### config.mk
export PLATFORM = sky130hd
export DESIGN_NAME = dmem_arbiter
export DESIGN_NICKNAME = d
export VERILOG_FILES = /design/src/rtl/dmem_arb_pkg.sv /design/src/rtl/dmem_arb_fair_cnt.sv /design/src/rtl/dmem_arbiter.sv
export SDC_FILE = /design/constraint.sdc
export NUM_CORES = 1
export LEC_CHECK = 0
export CAP_MARGIN = 20
export CORE_ASPECT_RATIO = 0.6
export CORE_MARGIN = 5
export CORE_UTILIZATION = 30
export CTS_BUF_LIST = sky130_fd_sc_hd__clkbuf_4 sky130_fd_sc_hd__clkbuf_8
export DETAILED_ROUTE_END_ITERATION = 8
export GPL_TIMING_DRIVEN = 1
export HOLD_SLACK_MARGIN = 0.15
export PLACE_DENSITY = 0.89
export SYNTH_ARGS = -nofsm -noshare
export SYNTH_HDL_FRONTEND = slang
export SYNTH_SLANG_ARGS = --single-unit
### constraint.sdc
create_clock -name clk -period 4 [get_ports clk]
set_clock_uncertainty 0.1 [all_clocks]
set_input_delay 0.4 -clock clk [delete_from_list [all_inputs] [get_ports clk]]
set_output_delay 0.4 -clock clk [all_outputs]
set_load 0.05 [all_outputs]
### src/rtl/dmem_arb_pkg.sv
// Shared constants and request/response record types for the DMEM arbiter.
package dmem_arb_pkg;
  localparam int PORT_CORE    = 0;
  localparam int PORT_DMA     = 1;
  localparam int NUM_PORTS    = 2;
  localparam int MAX_CONSEC_W = 4;
  localparam int ARB_AW       = 32;
  localparam int ARB_DW       = 32;

  typedef struct packed {
    logic              valid;
    logic              we;
    logic [ARB_AW-1:0] addr;
    logic [ARB_DW-1:0] wdata;
  } req_t;

  typedef struct packed {
    logic              valid;
    logic [ARB_DW-1:0] rdata;
  } rsp_t;
endpackage

### src/rtl/dmem_arb_fair_cnt.sv
// Saturating count of consecutive core grants made while the DMA port waits.
module dmem_arb_fair_cnt
  import dmem_arb_pkg::*;
#(
  parameter int MAX = 4
) (
  input  logic clk,
  input  logic rst_n,
  input  logic inc,
  input  logic clr,
  output logic at_limit
);
  localparam logic [MAX_CONSEC_W-1:0] LIMIT = MAX_CONSEC_W'(MAX);

  logic [MAX_CONSEC_W-1:0] cnt;

  always_ff @(posedge clk or negedge rst_n) begin
    if (!rst_n)                  cnt <= '0;
    else if (clr)                cnt <= '0;
    else if (inc && cnt != LIMIT) cnt <= cnt + 1'b1;
  end

  assign at_limit = (cnt == LIMIT);
endmodule

### src/rtl/dmem_arbiter.sv
// Two-port arbiter in front of the single-port DMEM: core priority with a
// fairness limit, one registered response outstanding. DMEM_ARB_PERF_EN adds perf counters.
module dmem_arbiter
  import dmem_arb_pkg::*;
#(
  parameter int AW         = 32,
  parameter int DW         = 32,
  parameter int MAX_CONSEC = 4
) (
  input  logic                clk,
  input  logic                rst_n,
  input  logic [1:0]          req_valid_i,
  output logic [1:0]          req_ready_o,
  input  logic [1:0]          req_we_i,
  input  logic [1:0][AW-1:0]  req_addr_i,
  input  logic [1:0][DW-1:0]  req_wdata_i,
  output logic [1:0]          rsp_valid_o,
  input  logic [1:0]          rsp_ready_i,
  output logic [DW-1:0]       rsp_rdata_o,
  output logic                mem_read_o,
  output logic                mem_write_o,
  output logic [AW-1:0]       mem_addr_o,
  output logic [DW-1:0]       mem_wdata_o,
  input  logic [DW-1:0]       mem_rdata_i
`ifdef DMEM_ARB_PERF_EN
  ,
  output logic [31:0]         perf_grant0_o,
  output logic [31:0]         perf_grant1_o,
  output logic [31:0]         perf_stall1_o
`endif
);
  logic [1:0]    rsp_valid_q, held, elig, grant;
  logic [DW-1:0] rsp_rdata_q;
  logic          at_limit, sel, sel_we, any_grant;

  // A response waiting on its consumer blocks every port: only one may be outstanding.
  assign held = rsp_valid_q & ~rsp_ready_i;
  assign elig = req_valid_i & {2{~|held}};

  always_comb begin
    grant = '0;
    if (elig[PORT_DMA] && (!elig[PORT_CORE] || at_limit)) grant[PORT_DMA]  = 1'b1;
    else if (elig[PORT_CORE])                             grant[PORT_CORE] = 1'b1;
  end

  assign any_grant   = |grant;
  assign sel         = grant[PORT_DMA];
  assign sel_we      = req_we_i[sel];
  assign req_ready_o = grant;
  assign mem_read_o  = any_grant & ~sel_we;
  assign mem_write_o = any_grant & sel_we;
  assign mem_addr_o  = req_addr_i[sel];
  assign mem_wdata_o = req_wdata_i[sel];

  dmem_arb_fair_cnt #(.MAX(MAX_CONSEC)) u_fair_cnt (
    .clk      (clk),
    .rst_n    (rst_n),
    .inc      (grant[PORT_CORE] & req_valid_i[PORT_DMA]),
    .clr      (grant[PORT_DMA] | ~req_valid_i[PORT_DMA]),
    .at_limit (at_limit)
  );

  // A same-port grant in the clear cycle keeps valid high with fresh data.
  always_ff @(posedge clk or negedge rst_n) begin
    if (!rst_n) begin
      rsp_valid_q <= '0;
      rsp_rdata_q <= '0;
    end else begin
      for (int p = 0; p < NUM_PORTS; p++) begin
        if (grant[p])            rsp_valid_q[p] <= 1'b1;
        else if (rsp_ready_i[p]) rsp_valid_q[p] <= 1'b0;
      end
      if (any_grant) rsp_rdata_q <= sel_we ? '0 : mem_rdata_i;
    end
  end

  assign rsp_valid_o = rsp_valid_q;
  assign rsp_rdata_o = rsp_rdata_q;

`ifdef DMEM_ARB_PERF_EN
  always_ff @(posedge clk or negedge rst_n) begin
    if (!rst_n) begin
      perf_grant0_o <= '0;
      perf_grant1_o <= '0;
      perf_stall1_o <= '0;
    end else begin
      if (grant[PORT_CORE])                          perf_grant0_o <= perf_grant0_o + 32'd1;
      if (grant[PORT_DMA])                           perf_grant1_o <= perf_grant1_o + 32'd1;
      if (req_valid_i[PORT_DMA] && !grant[PORT_DMA]) perf_stall1_o <= perf_stall1_o + 32'd1;
    end
  end
`endif
endmodule

### Word level (Yosys, flattened, before mapping)

Index checks and enable logic that the tools add are counted.
W data, S select, Z words.

* word-level logic and storage cells: 43
* flip-flop bits (word level): 38

* $add $sub $neg: 1
* $lt $le $gt $ge: 1
* multiplexer cells: 16
* bitwise gates (word level): 9
* eq/ne operators: 2
* reductions and logical operators: 10

Operators with widths (number)
* $mux W32: 5
* $mux W1: 9
* $mux W4: 2
* $reduce_bool A2 Y1: 3
* $add A4 B1 Y4 const B: 1
* $and A2 B2 Y2: 2
* $eq A4 B3 Y1 const B: 1
* $ne A4 B3 Y1 const B: 1
* $reduce_or A2 Y1: 2
* $and A1 B1 Y1: 3
* $logic_and A1 B1 Y1: 2
* $logic_not A1 Y1: 2
* $lt A1 B2 Y1 const B: 1
* $not A1 Y1: 2
* $not A2 Y2: 1
* $logic_or A1 B1 Y1: 1
* $or A1 B1 Y1: 1

### Depth between registers and ports, before layout

Gate-level depths: netlist of the first run.

* depth after elaboration: 13
* depth in mapped cells: 7
* mapped depth without buffers: 6

### Modules after synthesis

A second synthesis of the first run with hierarchy kept.

* cells, all modules: 194
* area, all modules: 2501.1 µm²

Modules (own cells, without submodules)
* dmem_arbiter: cells each 170, area an instance 2267.2 µm², instances 1
* dmem_arb_fair_cnt: cells each 24, area an instance 234.0 µm², instances 1

### Worst setup path after synthesis of the first run

Ideal clock, no wire load.

* kind: register -> output
* start: register u_fair_cnt.cnt[0]
* end: output mem_wdata_o[15]
* data arrival time: 2.214 ns
* cell stages (with the launch flop): 8
* slack: 1.286 ns
* data required time: 3.500 ns
* buffers on the path: 2
* path through: dfrtp_1 inv_1 ha_1 nand3b_1 a2111oi_4 buf_4 buf_4 mux2_1

* longest elaborated chain between the ends: 6

RTL lines
* start, declared: line dmem_arb_fair_cnt.sv:15 `logic [MAX_CONSEC_W-1:0] cnt;`
* start signal, assigned: line dmem_arb_fair_cnt.sv:20 `else if (inc && cnt != LIMIT) cnt <= cnt + 1'b1;`
* $eq A4 B3 Y1: line dmem_arb_fair_cnt.sv:23 `assign at_limit = (cnt == LIMIT);`
* $logic_or A1 B1 Y1: line dmem_arbiter.sv:42 `if (elig[PORT_DMA] && (!elig[PORT_CORE] || at_limit)) grant[PORT_DMA] = 1'b1;`
* $logic_and A1 B1 Y1: line dmem_arbiter.sv:42
* $mux W1: line dmem_arbiter.sv:42
* $mux W32 (implied by the code) (2 in series): line dmem_arbiter.sv:53 `assign mem_wdata_o = req_wdata_i[sel];`
* end, declared: line dmem_arbiter.sv:23 `output logic [DW-1:0] mem_wdata_o,`

Every way passes these cells. The select of a mux whose other input is x is not followed.

### Worst setup path in the final report of the first run

* start: register u_fair_cnt.cnt[0]
* end: output mem_wdata_o[4]

Same word-level chain as after synthesis.

==> impl_metrics.tcl, run 1 <==
set metrics [dict create \
    status "finished, final reports clean" \
    gp_congestion 0.947 \
    pwr-share-clk_pct 16.2 \
    htree_levels 2 \
    cts_tree "built" \
    synth-edff-count 0 \
    worstReg2RegEnd "rsp_rdata_o[13]" \
    combPwrFrac_pct 56.9 \
    synthFlopType "dfrtp_1" \
    num_rows 24 \
    fin_nets 623 \
    synth_top_area_share_pct 41.5 \
    die_area_um2 9540 \
    r2r_setup_slack_ns 1.28 \
    stdcell_count 558 \
    gr-usage-all-layers_pct 23.1 \
    synthTopCellsByCount "48 x mux2_2, 38 x dfrtp_1, 33 x a22o_1" \
    period_share_pct 92.4 \
    grt_pass1_vias 2935 \
    cts.sinks 38 \
    swShare_pct 42.4 \
    grt_setup_unrepaired "false" \
    hold_violations 0 \
    via_per_inst 4.78 \
    clock_latency_ns 0.29 \
    met3_length_um 922 \
    root_buffer "clkbuf_8" \
    met1_length_um 4330 \
    area_growth_pct 126 \
    netlist_instances 187 \
    hpwl_um 9530 \
    reg2regPathDepth 8 \
    grt_max_degree 54 \
    die_y_um 77.7 \
    max_cap_viol_count 0 \
    grt_overflow_total 0 \
    critPathLaunchType "flop" \
    drive_gt1_share_pct 15.0 \
    port_buffers 269 \
    intPower_uw 990 \
    hp-start "rsp_rdata_o[17]" \
    drv_slew 0 \
    syn-num-nets 357 \
    clkSlewWorstSetupHoldPaths_ns 0.08 \
    fillerInstances 535 \
    worst_slack_ns 0.303 \
    wirelength_um 11300 \
    required_ns 3.50 \
    pin_count 270 \
    cpMaxStageDelayCell "clkdlybuf4s50_1" \
    cts.path.max_buffers 2 \
    max_slew_margin_pct 45.6 \
    path_class "flop to output pin" \
    pwr_density_cell_nw_per_um2 332 \
    critPathMaxStageDelay_ns 0.71 \
    p_switching_uw 729 \
    antenna_found_initial 0 \
    seq_power_share_pct 26.9 \
    top_layer_used "met4" \
    cts_inserted_buffers 5 \
    drcViolationCount 0 \
    path_cells "inv_1 -> ha_1 -> nand3b_1 -> a2111oi_4 -> buf_12 -> mux2_2 -> clkdlybuf4s50_1" \
    crit_path_end "mem_wdata_o[4]" \
    ys_seq_elements 38 \
    p_leak_uw 0.00207 \
    end_kind "output pin" \
    core_area_um2 7360 \
    syn_area_um2 2290 \
    tightest_slew_ns 0.816 \
    antenna_cells 0 \
    fmax_ghz 0.270 \
    fin_crit_ns 3.70 \
    vdd_ir_drop_max_mv 0.151 \
    antenna_left 0 \
    dr.pass1.iters 4 \
    synth_most_common_cell "mux2_2" \
    post_drt_wl_per_cell_um 20.3 \
    start_util_pct 31.1 \
    fin_setup_tns_ns 0 \
    die_x_um 123 \
    async_reset_ff_share_pct 100 \
    avgSynthCellArea_um2 12.2 \
    startpoint "u_fair_cnt.cnt[0]" \
    reg2reg_from "u_fair_cnt.cnt[0]" \
    synth_cell_types 25 \
    route.met2.wl_um 5920 \
    cts_resized 0 \
    utilization_pct 70.5 \
    numPlacedInstances 549 \
    synth_area_leaders "dfrtp_1 42%, mux2_2 24%, a22o_1 13%" \
    drtIter0Drc 159 \
    cp.arrival_ns 3.20 \
    grt_pass1_wl_um 17000 \
    vias 2666 \
    setup_viol 0 \
    crit_fanout 53 \
    pre_cts_ws_ns 0.587 \
    ys_seq_area_share_pct 41.5 \
    yosysWarnings 0 \
    synth_largest_area_cell "dfrtp_1" \
    hp-class "flop to flop" \
]
[logic make-up after synthesis]
logic type	after synthesis	synth area share, %
multiplexers	65	31.9
AO/OA/AOI/OAI	41	16.0
flip-flops	38	41.5
AND/OR/NAND/NOR	21	5.19
buffers and inverters	20	4.32
adder cells (fa/ha/maj)	2	1.09
[cell type report]
type	count	area, µm²	share of cell area (%)
timing repair buffer	274	2750	53.0
tap	104	130	2.51
sequential	38	951	18.3
clock buffer	6	82.6	1.59
multi-input combinational	129	1240	24.0
clock inverter	2	12.5	0.241
inverter	5	18.8	0.362
[power groups by stage]
stage | Sequential, µW | Combinational, µW | Clock, µW
2_1_floorplan | 641 | 383 | 0
3_3_place_gp | 466 | 966 | 0
3_5_place_dp | 470 | 979 | 0
4_1_cts | 462 | 985 | 284
5_1_grt | 469 | 1020 | 307
6_report | 463 | 978 | 279
[worst min-delay path by stage]
stage                     depth (start not counted)              end  slack (ns)
after floorplan                                   0   rsp_rdata_o[0]       0.004
after global placement                            1  rsp_rdata_o[30]        0.38
after detailed placement                          1   rsp_rdata_o[3]        0.38
after CTS                                         1  rsp_rdata_o[12]        0.41
after global routing                              1  rsp_rdata_o[27]        0.42
final                                             1  rsp_rdata_o[17]        0.40
[stage by stage]
step | hold WS [ns] | total power, µW | instance area, µm²
3_3_place_gp | 0.383 | 1430 | 5060
5_1_grt | 0.421 | 1790 | 5180
3_5_place_dp | 0.381 | 1450 | 5080
6_report | 0.402 | 1720 | 5180
2_1_floorplan | 0.00441 | 1020 | 2290
4_1_cts | 0.407 | 1730 | 5180
[what timing repair did]
action,in CTS,in global routing
buffers inserted,0,0
endpoints found under the setup margin,0,0
endpoints found under the hold margin,38,0
hold buffers,1,0
[layout by cell type (no fill, tap or decap), types with 2 or more instances in the layout]
cell type,count
nor2_1,2
nand4_1,3
mux2_2,48
a21oi_1,3
ha_1,2
mux2_1,16
dfrtp_1,38
nand3b_1,2
or2_2,3
nor3_1,2
clkbuf_8,6
buf_4,3
nand2_1,4
a22o_1,33
clkdlybuf4s50_1,267
nor2b_1,3
inv_1,5
[layer usage]
metal  up-vias  global-route usage (%)
li1       1234                       -
met1      1280                    26.4
met2       133                    42.0
met3        19                    6.98
met4         0                    5.70
met5         -                       0
[sequential cells by signal (all words and copies together), names as in the netlist]
| name | cells |
|---|---|
| rsp_rdata_o | 32 |
| rsp_valid_o | 2 |
| u_fair_cnt.cnt | 4 |
[critical path, delay by kind of cell (launching register included)]
kind | cells | cell delay [ns]
buf+inv | 3 | 1.11
compound gates | 1 | 0.49
flops | 1 | 0.42
mux | 1 | 0.40
fa+ha+maj | 1 | 0.24
simple gates | 1 | 0.21
Power figures use the tool's default switching activity.
==> run 2, diff against run 1 <==
--- a/config.mk
+++ b/config.mk
@@ -8,12 +8,14 @@
 export CAP_MARGIN = 20
 export CORE_ASPECT_RATIO = 0.6
 export CORE_MARGIN = 5
-export CORE_UTILIZATION = 30
+export CORE_UTILIZATION = 31
 export CTS_BUF_LIST = sky130_fd_sc_hd__clkbuf_4 sky130_fd_sc_hd__clkbuf_8
+export CTS_CLUSTER_SIZE = 8
 export DETAILED_ROUTE_END_ITERATION = 8
 export GPL_TIMING_DRIVEN = 1
 export HOLD_SLACK_MARGIN = 0.15
-export PLACE_DENSITY = 0.89
+export PLACE_DENSITY = 0.88
 export SYNTH_ARGS = -nofsm -noshare
 export SYNTH_HDL_FRONTEND = slang
+export SYNTH_HIERARCHICAL = 1
 export SYNTH_SLANG_ARGS = --single-unit
==> run 2 against run 1 <==
Count of clock-buffer cells in the layout decreased by 1. Non-clock buffer count rose by 1. Wire length up 5.1%. Combinational power barely moved. Sequential share of layout area down 0.58 points. Critical path depth is 1 higher. Final area is 3.3% higher.
==> impl_metrics.tcl, run 2 <==
set metrics [dict create \
    status "finished, final reports clean" \
    seq_power_share_pct 25.8 \
    hold_violations 0 \
    critPathLaunchType "flop" \
    area_growth_pct 114 \
    hpwl_um 9930 \
    multi_input_area_um2 1400 \
    root_buffer "clkbuf_8" \
    drtIter0Drc 175 \
    cts_resized 0 \
    avgSynthCellArea_um2 12.9 \
    htree_levels 2 \
    dr.pass1.iters 6 \
    synth_area_leaders "dfrtp_1 38%, mux2_2 17%, mux2_4 16%" \
    drive_gt1_share_pct 19.4 \
    antenna_cells 0 \
    clkSlewWorstSetupHoldPaths_ns 0.07 \
    fillerInstances 602 \
    whs_path_depth 1 \
    start_util_pct 31.9 \
    fin_crit_ns 3.70 \
    via_per_inst 4.96 \
    grt_pass1_wl_um 17400 \
    max_slew_margin_pct 41.8 \
    pin_count 270 \
    crit_fanout 33 \
    synthFlopType "dfrtp_1" \
    reg2regPathDepth 7 \
    synth_most_common_cell "dfrtp_1" \
    period_share_pct 92.4 \
    die_area_um2 10000 \
    tightest_slew_ns 0.873 \
    fmax_ghz 0.271 \
    path_class "flop to output pin" \
    port_buffers 269 \
    pwr_density_cell_nw_per_um2 333 \
    stdcell_count 566 \
    cts.sinks 38 \
    clock_latency_ns 0.29 \
    largest_register_ffs 32 \
    p_switching_uw 736 \
    cts.path.max_buffers 2 \
    cts_inserted_buffers 5 \
    netlist_instances 194 \
    setup_viol 0 \
    num_rows 25 \
    gp_congestion 0.931 \
    grt_pass1_vias 2862 \
    drcViolationCount 0 \
    synth_cell_types 30 \
    max_cap_viol_count 0 \
    grt_overflow_total 0 \
    fin_setup_tns_ns 0 \
    intPower_uw 1050 \
    swShare_pct 41.3 \
    synth_largest_area_cell "dfrtp_1" \
    cts_tree "built" \
    numPlacedInstances 557 \
    syn-num-nets 364 \
    synth_top_area_share_pct 38.0 \
    ys_seq_area_share_pct 38.0 \
    die_y_um 79.6 \
    seq_area_um2 951 \
    antenna_left 0 \
    wirelength_um 11900 \
    syn_area_um2 2500 \
    combPwrFrac_pct 56.3 \
    fin_nets 627 \
    async_reset_ff_share_pct 100 \
    cp.arrival_ns 3.20 \
    p_leak_uw 0.00223 \
    grt_setup_unrepaired "false" \
    antenna_found_initial 0 \
    ys_seq_elements 38 \
    vias 2808 \
    post_drt_wl_per_cell_um 21.1 \
    yosysWarnings 6 \
    die_x_um 126 \
    hp-class "flop to flop" \
    synth-edff-count 0 \
    layout_commonest_cell "clkdlybuf4s50_1" \
    end_kind "output pin" \
    grt_max_degree 39 \
    pwr-share-clk_pct 18.0 \
    required_ns 3.50 \
    synthTopCellsByCount "38 x dfrtp_1, 37 x mux2_2, 32 x a32o_1" \
    core_area_um2 7850 \
    gr-usage-all-layers_pct 22.1 \
    vdd_ir_drop_max_mv 0.296 \
    drv_slew 0 \
    layout_common_cells "265 x clkdlybuf4s50_1, 38 x dfrtp_1, 37 x mux2_2, 32 x a32o_1, 27 x mux2_4" \
]
==> run 2: cell types whose count changed after synthesis, moves of 3 or more <==
cell      change
a32o_1       +32
clkbuf_1      -3
buf_4         -3
mux2_2       -11
a22o_1       -33
buf_6         +7
mux2_4       +27
nand3_1       +4
or2_2         -3
mux2_1       -16
==> run 2: layer usage <==
metal | global-route usage (%) | wire length, µm | vias up | share of wire (%)
met3 | 6.08 | 760 | 16 | 6.4
li1 | - | - | 1279 | -
met5 | 0 | 0 | - | 0
met4 | 3.10 | 139 | 0 | 1.2
met2 | 40.0 | 6340 | 131 | 53
met1 | 27.1 | 4680 | 1382 | 39
==> run 2: logic make-up after synthesis <==
| family | after synthesis | share of synthesized area (%) |
|---|---|---|
| AOI/OAI and AO/OA | 42 | 15.7 |
| muxes | 64 | 32.9 |
| DFF | 38 | 38.0 |
| adders and majority gates | 2 | 1.00 |
| and+or+nand+nor | 23 | 5.95 |
| buffers and inverters | 25 | 6.50 |
==> run 2: what timing repair did <==
item	4_1_cts	5_1_grt
hold buffers	1	0
hold endpoints to repair	21	0
setup buffers	0	0
==> run 2: per-stage QoR <==
step,cell area [µm²],setup WS [ns],hold slack [ns],total power (µW),util [%]
after floorplan,2500,1.54,0.00441,1060,-
after global placement,5240,0.643,0.372,1460,66.7
after detailed placement,5240,0.586,0.380,1470,66.7
after CTS,5350,0.283,0.397,1800,68.2
after global routing,5350,0.154,0.407,1860,68.2
final,5350,0.304,0.391,1780,68.2
==> run 2: worst max-delay path: stages, from the launching register on <==
cell and delay, ns:
dfrtp_1 0.41, inv_1 0.11, ha_1 0.21, nand3b_4 0.11, inv_2 0.10, nand2b_2 0.19, a32o_2 0.68, and2_1 0.24
clkdlybuf4s50_1 0.86
==> run 2: power groups by stage <==
stage / Clock [µW] / Sequential, µW / Combinational (µW)
2_1_floorplan: 0 / 637 / 420
6_report: 321 / 460 / 1000
3_3_place_gp: 0 / 463 / 994
5_1_grt: 354 / 466 / 1040
4_1_cts: 330 / 460 / 1010
3_5_place_dp: 0 / 467 / 1000
==> run 2: final timing paths <==
kind                       slack (ns)           endpoint               from
max                              0.30         mem_read_o  u_fair_cnt/cnt[0]
min                              0.39     rsp_rdata_o[7]     rsp_rdata_o[7]
max reg2reg                      1.64  u_fair_cnt/cnt[3]     rsp_valid_o[1]
min reg2reg                      0.39     rsp_rdata_o[7]     rsp_rdata_o[7]
max in group asynchronous        2.58    rsp_rdata_o[25]              rst_n
min in group asynchronous        0.67    rsp_rdata_o[18]              rst_n
==> run 2: area by class of cell <==
class | instances | area share (%)
clock buffer | 5 | 1.29
inverter | 6 | 0.421
multi-input combinational | 131 | 26.1
tap | 108 | 2.52
sequential | 38 | 17.8
timing repair buffer | 275 | 51.2
clock inverter | 3 | 0.748
